File: src/rtl/imem_loader_if.sv
// Byte-stream input and instruction-memory write port of the boot loader.
// The loader uses the slave view; the stream source and memory model use the master view.
interface imem_loader_if #(
  parameter int ADDR_WIDTH = 8
);
  logic [7:0]            in_data;
  logic                  in_valid;
  logic                  in_ready;
  logic                  imem_we;
  logic [ADDR_WIDTH-1:0] imem_waddr;
  logic [31:0]           imem_wdata;

  modport master (
    output in_data,
    output in_valid,
    input  in_ready,
    input  imem_we,
    input  imem_waddr,
    input  imem_wdata
  );

  modport slave (
    input  in_data,
    input  in_valid,
    output in_ready,
    output imem_we,
    output imem_waddr,
    output imem_wdata
  );
endinterface

File: src/rtl/imem_loader.sv
// Boot-time program loader: takes a framed byte stream, writes little-endian words into
// instruction memory from address 0, and holds the core in reset until the checksum matches.
module imem_loader #(
  parameter int ADDR_WIDTH = 8,
  parameter int DEPTH      = 256
) (
  input  logic         clk,
  input  logic         reset,
  input  logic         start,
  imem_loader_if.slave bus,
  output logic         core_reset,
  output logic         busy,
  output logic         done,
  output logic         error
);

  typedef enum logic [2:0] {IDLE, LEN0, LEN1, DATA, CSUM, DONE, ERR} state_t;

  localparam logic [16:0] DEPTH_W = 17'(DEPTH);

  state_t                state;
  logic [15:0]           n_words;
  logic [16:0]           word_cnt;
  logic [1:0]            byte_cnt;
  logic [7:0]            sum;
  logic [31:0]           word_reg;
  logic                  we_r;
  logic [ADDR_WIDTH-1:0] waddr_r;
  logic [31:0]           wdata_r;
  logic                  accept;
  logic [15:0]           n_full;

  assign accept         = bus.in_valid && busy;
  assign n_full         = {bus.in_data, n_words[7:0]};
  assign bus.in_ready   = busy;
  assign bus.imem_we    = we_r;
  assign bus.imem_waddr = waddr_r;
  assign bus.imem_wdata = wdata_r;

  // busy tracks the next state so in_ready is already high the cycle after start.
  always_ff @(posedge clk) begin
    if (reset) begin
      state      <= IDLE;
      n_words    <= '0;
      word_cnt   <= '0;
      byte_cnt   <= '0;
      sum        <= '0;
      word_reg   <= '0;
      we_r       <= 1'b0;
      waddr_r    <= '0;
      wdata_r    <= '0;
      core_reset <= 1'b1;
      busy       <= 1'b0;
      done       <= 1'b0;
      error      <= 1'b0;
    end else begin
      we_r <= 1'b0;
      case (state)
        IDLE, DONE, ERR: begin
          if (start) begin
            state      <= LEN0;
            busy       <= 1'b1;
            done       <= 1'b0;
            error      <= 1'b0;
            core_reset <= 1'b1;
            byte_cnt   <= '0;
            word_cnt   <= '0;
            sum        <= '0;
            word_reg   <= '0;
          end
        end
        LEN0: begin
          if (accept) begin
            n_words[7:0] <= bus.in_data;
            state        <= LEN1;
          end
        end
        LEN1: begin
          if (accept) begin
            n_words[15:8] <= bus.in_data;
            if ({1'b0, n_full} > DEPTH_W) begin
              state <= ERR;
              busy  <= 1'b0;
              error <= 1'b1;
            end else if (n_full == 16'd0) begin
              state <= CSUM;
            end else begin
              state <= DATA;
            end
          end
        end
        DATA: begin
          if (accept) begin
            sum                             <= sum + bus.in_data;
            word_reg[{byte_cnt, 3'b000} +: 8] <= bus.in_data;
            byte_cnt                        <= byte_cnt + 2'd1;
            // The fourth byte goes straight to the write port, bypassing word_reg.
            if (byte_cnt == 2'd3) begin
              we_r     <= 1'b1;
              waddr_r  <= word_cnt[ADDR_WIDTH-1:0];
              wdata_r  <= {bus.in_data, word_reg[23:0]};
              word_cnt <= word_cnt + 17'd1;
              if (word_cnt + 17'd1 == {1'b0, n_words}) begin
                state <= CSUM;
              end
            end
          end
        end
        CSUM: begin
          if (accept) begin
            busy <= 1'b0;
            if (bus.in_data == sum) begin
              state      <= DONE;
              done       <= 1'b1;
              core_reset <= 1'b0;
            end else begin
              state <= ERR;
              error <= 1'b1;
            end
          end
        end
        default: begin
          state <= IDLE;
          busy  <= 1'b0;
        end
      endcase
    end
  end

endmodule

File: src/flat_wrapper.sv
// flat-port wrapper written by rule: the top's interface ports become plain ports
module imem_loader_flat 
#(
  parameter int ADDR_WIDTH = 8,
  parameter int DEPTH      = 256
)
  (clk, reset, start, core_reset, busy, done, error, bus_in_data, bus_in_valid, bus_in_ready, bus_imem_we, bus_imem_waddr, bus_imem_wdata);
  imem_loader_if #(.ADDR_WIDTH(ADDR_WIDTH)) bus_i ();
  input  logic clk;
  input  logic reset;
  input  logic start;
  output logic core_reset;
  output logic busy;
  output logic done;
  output logic error;
  input wire logic [$bits(bus_i.in_data)-1:0] bus_in_data;
  input wire logic [$bits(bus_i.in_valid)-1:0] bus_in_valid;
  output wire logic [$bits(bus_i.in_ready)-1:0] bus_in_ready;
  output wire logic [$bits(bus_i.imem_we)-1:0] bus_imem_we;
  output wire logic [$bits(bus_i.imem_waddr)-1:0] bus_imem_waddr;
  output wire logic [$bits(bus_i.imem_wdata)-1:0] bus_imem_wdata;
  assign bus_i.in_data = bus_in_data;
  assign bus_i.in_valid = bus_in_valid;
  assign bus_in_ready = bus_i.in_ready;
  assign bus_imem_we = bus_i.imem_we;
  assign bus_imem_waddr = bus_i.imem_waddr;
  assign bus_imem_wdata = bus_i.imem_wdata;
  imem_loader #(.ADDR_WIDTH(ADDR_WIDTH), .DEPTH(DEPTH)) u_core (.clk(clk), .reset(reset), .start(start), .bus(bus_i), .core_reset(core_reset), .busy(busy), .done(done), .error(error));
endmodule
File: config.mk
export PLATFORM = sky130hd
export DESIGN_NAME = imem_loader_flat
export DESIGN_NICKNAME = d
export VERILOG_FILES = /design/src/rtl/imem_loader_if.sv /design/src/rtl/imem_loader.sv /design/src/flat_wrapper.sv
export SDC_FILE = /design/constraint.sdc
export NUM_CORES = 1
export LEC_CHECK = 0
export CAP_MARGIN = 20
export CORE_ASPECT_RATIO = 0.75
export CORE_UTILIZATION = 63
export CTS_BUF_LIST = sky130_fd_sc_hd__clkbuf_8
export CTS_CLUSTER_SIZE = 8
export DETAILED_ROUTE_END_ITERATION = 10
export GPL_TIMING_DRIVEN = 0
export PLACE_DENSITY = 0.93
export SLEW_MARGIN = 20
export SYNTH_ARGS = -nofsm -noshare
export SYNTH_HDL_FRONTEND = slang
export SYNTH_SLANG_ARGS = --single-unit
File: constraint.sdc
create_clock -name clk -period 5.6 [get_ports clk]
set_input_delay 1.12 -clock clk [delete_from_list [all_inputs] [get_ports clk]]
set_output_delay 1.12 -clock clk [all_outputs]
set_load 0.02 [all_outputs]
Word level (Yosys, flattened, before mapping)

Index checks and enable logic that the tools add are counted.

Register bits after elaboration: 123
Output and inout port bits: 46

Add/sub/neg operators: 4
Order comparisons: 1
Equal/unequal tests: 19
Shift-type cells: 2
Mux-type cells: 43
Bitwise operators: 3
Reduce and logical (&&, ||, !) cells: 18

Operators with widths:

| cell                     | number |
|---|---|
| $mux W32                 | 2 |
| $pmux W32 S2             | 1 |
| $mux W17                 | 3 |
| $pmux W17 S2             | 1 |
| $bwmux W32               | 1 |
| $shift A8 B7 Y32 const A | 1 |
| $shiftx A8 B7 Y32        | 1 |
| $mux W3                  | 9 |
| $add A17 B1 Y17 const B  | 1 |
| $eq A17 B16 Y1           | 1 |
| $gt A16 B9 Y1 const B    | 1 |
| $logic_not A16 Y1        | 1 |
| $mux W8                  | 2 |
| $ne A2 B1 Y1 const B     | 8 |
| $pmux W8 S2              | 1 |
| $pmux W3 S5              | 1 |
| $mux W1                  | 14 |
| $eq A3 B3 Y1 const B     | 3 |
| $add A8 B8 Y8            | 1 |
| $eq A8 B8 Y1             | 1 |
| $reduce_and A4 Y1        | 2 |
| $neg A5 Y7               | 1 |
| $reduce_and A7 Y1        | 1 |
| $eq A3 B2 Y1 const B     | 2 |
| 20 further kinds         | 30 |

Depth between registers and ports, before layout

Depth after elaboration: 6
Depth in mapped cells: 9
Mapped depth without buffers: 9

Worst setup path after synthesis

No wires, ideal clock.

Path kind: input to register
Start point: in bus_in_data[1]
End point: reg u_core.sum[7]
Setup time: 0.122 ns
Data arrival time: 2.705 ns
Slack: 2.773 ns
Cell stages on the path: 8
Path through: ha_1 > a21o_1 > a21oi_1 > o21bai_1 > a2111oi_0 > or3_1 > a2111oi_0 > a311o_1

Cells in the longest elaborated chain, start to end: 3

Ends and longest elaborated chain:

| item                 | line               | source |
|---|---|---|
| start, declared      | flat_wrapper.sv:16 | `input wire logic [$bits(bus_i.in_data)-1:0] bus_in_data;` |
| $add A8 B8 Y8        | imem_loader.sv:94  | `sum <= sum + bus.in_data;` |
| $mux W8              | imem_loader.sv:93  | `if (accept) begin` |
| $pmux W8 S2          | imem_loader.sv:58  | `case (state)` |
| end signal, assigned | imem_loader.sv:94  |  |
| end, declared        | imem_loader.sv:25  | `logic [7:0] sum;` |

Every way passes these cells. The select of a mux whose other input is x is not followed.
A chain may end at the register's enable or synchronous reset.

Worst setup path after layout

Same ends and word-level chain as after synthesis.

==> impl_results.md <==
- Status: complete, no violations
- Worst Path Arrival: 3.99 ns
- Largest net degree at the start of global routing: 17
- DRC Markers: 0
- Top cells by count, synth: nand2_1, dfxtp_1, a21oi_1, nor2_1, clkbuf_1
- I/O pin count: 58
- Per-cell routed wire length: 18.92 um
- Worst Tran Pin Value: 1.065 ns
- Number of synthesized flops with an enable pin: 0
- Crit-path slowest cell: clkdlybuf4s50_1
- DRT Pass-1 Iters: 6
- Initial antenna violation count: 0
- Leading area contributor after synthesis: dfxtp_1
- Slew Viols, Final: 0
- Setup Crit Path Kind: input pin to flip-flop
- Post-synth top area share: 42.19%
- DIE AREA: roughly 9000 um^2
- # diodes: 0
- Asr flop ratio synth: 0%
- Register Area: roughly 2300 um^2
- Total number of vias: roughly 5,800
- Starting density of the core: about two thirds
- Synth Area in XOR/XNOR: between 4 and 5%
- Slew margin rel.: between 20% and 30%
- Peak supply drop: ~330 uV
- Max Fclk: between 0.2 and 0.3 GHz
- CTS H-tree lvls: 4
- Max FFs per register: 32
- Port bufs: 56
- First-pass GRT wire length: between 20 and 30 mm
- Minimum clock period: around 3.6 ns
- Hold_buf cts: 0
- Adder-cell share of the synthesized area: around 3.3%
- Share of layout cells above drive strength 1: approximately 6.4%
- DR iter-0 viols: approximately 860
- Fin Setup TNS: 0 ns
- Fin util: between 80% and 90%
- Crit-path max FO: 9
- Core ar.: 8128 um^2
- Cells after Synth: roughly 700
- Multi-input logic area: a little under 3000 um^2
- Crit-path leading delay family: compound AO/OA/AOI/OAI gates
- CTS buffer count: 17
- Critical Path Start Type: input pin
- Post-CTS setup buffer count: 0
- Drt total wl: roughly 17 mm
- CP Launch Point: bus_in_data[1]
- Crit-path max cell delay: 0.83 ns
- Pleak: 2.270 nW
- Die W: 109.5 um
- Crit-path most repeated cell: a2111oi_0
- Number of buffers on the longest clock path: 2
- Most frequent cell after synthesis: nand2_1
- Clk sinks: around 120
- Pwr/cell area: 314.6 nW/um^2
- Multiplexer area fraction after synthesis: 3.210%
- Vias in the first global route: approximately 5,500
- Final nets: 792
- Fin crit share: about 65%
- Synth Area in Simple Gates: between 20% and 30%
- Final clock skew: around 0.014 ns
- Post-Synthesis Net Count: approximately 720
- Hold crit path type: flip-flop to flip-flop
- Worst path bufs/invs: 1
- Unrepaired setup endpoints after global routing: no
- Endpoints failing hold: 0
- R2R Path Start: u_core.word_cnt[1]$_SDFFE_PP0P_
- Final setup fails: 0
- Largest family of logic cells by synthesized area: simple AND/OR/NAND/NOR gates
- Sequential-to-total area share from yosys stat: a little over two fifths
- Synth warn: 0
- FF+latch count, synth: around 120
- Area grow syn2layout: 20.68%
- Cell area after synthesis: 5456 um^2
- Synth area leaders: dfxtp_1, nand2_1, a21oi_1, nor2_1, nand3_1
- Hpwl dp: 10.98 mm
- Tot GR Track Use: between 30% and 40%
- Average cell area after synthesis: 7.897 um^2
- Cell variety after synth: 58
- Vias per cell: about 6.5
- Max Cap Viol: 0
- CTS Root Cell: clkbuf_8
- Detail Route Antenna Nets: 0
- Hold path start: u_core.bus.imem_waddr[6]$_SDFFE_PP0P_
- Worst EP required: 5.95 ns
- Hold WS: about 0.45 ns
- CP Cell Sequence: clkdlybuf4s50_1, ha_1, a21o_1, a21oi_1, o21bai_1, a2111oi_0, or3_1, a2111oi_0, a311o_1
- Resize count post-CTS: 0
- GP Congestion: between 0.9 and 1
- Fillers: 481
- CTS tree: yes
- Clk pin slew, worst setup/hold paths: roughly 0.08 ns
- CP Capture Type: flip-flop
- Compound-cell area share of the yosys netlist: 17.63%
- Die H: 82.60 um
- Main synth FF type: dfxtp_1
- Row count: 28
- Overflow after GRT: 0
- Worst-skew pair later-pin latency: between 0.4 and 0.5 ns
## layout by cell type (no fill, tap or decap), types with 13 or more instances in the layout
cell	synthesis	layout
dfxtp_1	115	115
o21ai_0	18	18
nor3_1	13	13
nand3_1	36	36
nor2_1	63	63
clkbuf_8	0	20
inv_1	16	16
ha_1	13	13
clkbuf_1	38	38
xnor2_1	20	20
nand2_1	134	134
a21oi_1	96	96
clkdlybuf4s50_1	0	56
mux2i_1	16	16
## where the power goes
part	switching (mW)	internal (mW)	leakage [nW]
Clock	0.365	0.474	0.203
Combinational	0.273	0.110	1.14
Sequential	0.0131	0.836	0.927
## logic make-up (layout without fill, tap and decap cells)
logic type / Yosys count / count (layout)
AO/OA/AOI/OAI: 163 / 163
adder cells (fa/ha/maj): 14 / 14
buffers and inverters: 60 / 148
AND/OR/NAND/NOR: 294 / 294
XOR/XNOR: 28 / 28
multiplexers: 17 / 17
flip-flops: 115 / 115
## cell type report
class | count | share of cell area (%)
Multi-Input combinational cell | 516 | 44.35
Sequential cell | 115 | 34.96
Timing Repair Buffer | 56 | 8.512
Clock buffer | 20 | 4.180
Buffer | 44 | 2.736
Clock inverter | 12 | 2.356
Tap cell | 105 | 1.995
Inverter | 16 | 0.9120
## routing by layer
layer  track usage (%)  vias up  routed length [um]
met1             48.37     2638                6344
met5                 0        -                   0
met2             60.82      439                7321
met3             10.83      121                2133
met4             22.80        0                 928
li1                  -     2552                   -
## worst reg2reg max path: stages (launching register included)
cell       delay, ns
dfxtp_1         0.49
ha_1            0.32
nand3_1         0.23
a2111oi_0       0.52
o211ai_1        0.16
or4_1           0.63
o31ai_1         0.34
a21oi_1         0.11
## stage by stage
| stage | area, um^2 | setup WS (ns) | power (mW) | std cells |
|---|---|---|---|---|
| after floorplan | 5456 | 2.773 | 1.111 | 691 |
| final | 6585 | 1.955 | 2.071 | 884 |
| after detailed placement | 6148 | 1.805 | 1.222 | 852 |
| after global routing | 6585 | 1.934 | 2.130 | 884 |
| after global placement | 6148 | 1.831 | 1.210 | 852 |
| after CTS | 6579 | 2.036 | 2.047 | 884 |
## worst paths after layout
kind / end / slack (ns) / cells after the start
setup / recovery: u_core.sum[7]$_SDFFE_PP0P_ / 1.96 / 9
hold / removal: u_core.bus.imem_waddr[6]$_SDFFE_PP0P_ / 0.45 / 2
setup reg to reg: u_core.state[1]$_SDFFE_PP0P_ / 2.68 / 7
hold reg to reg: u_core.bus.imem_waddr[6]$_SDFFE_PP0P_ / 0.45 / 2
Note: power is estimated with default switching activity, not from simulation.
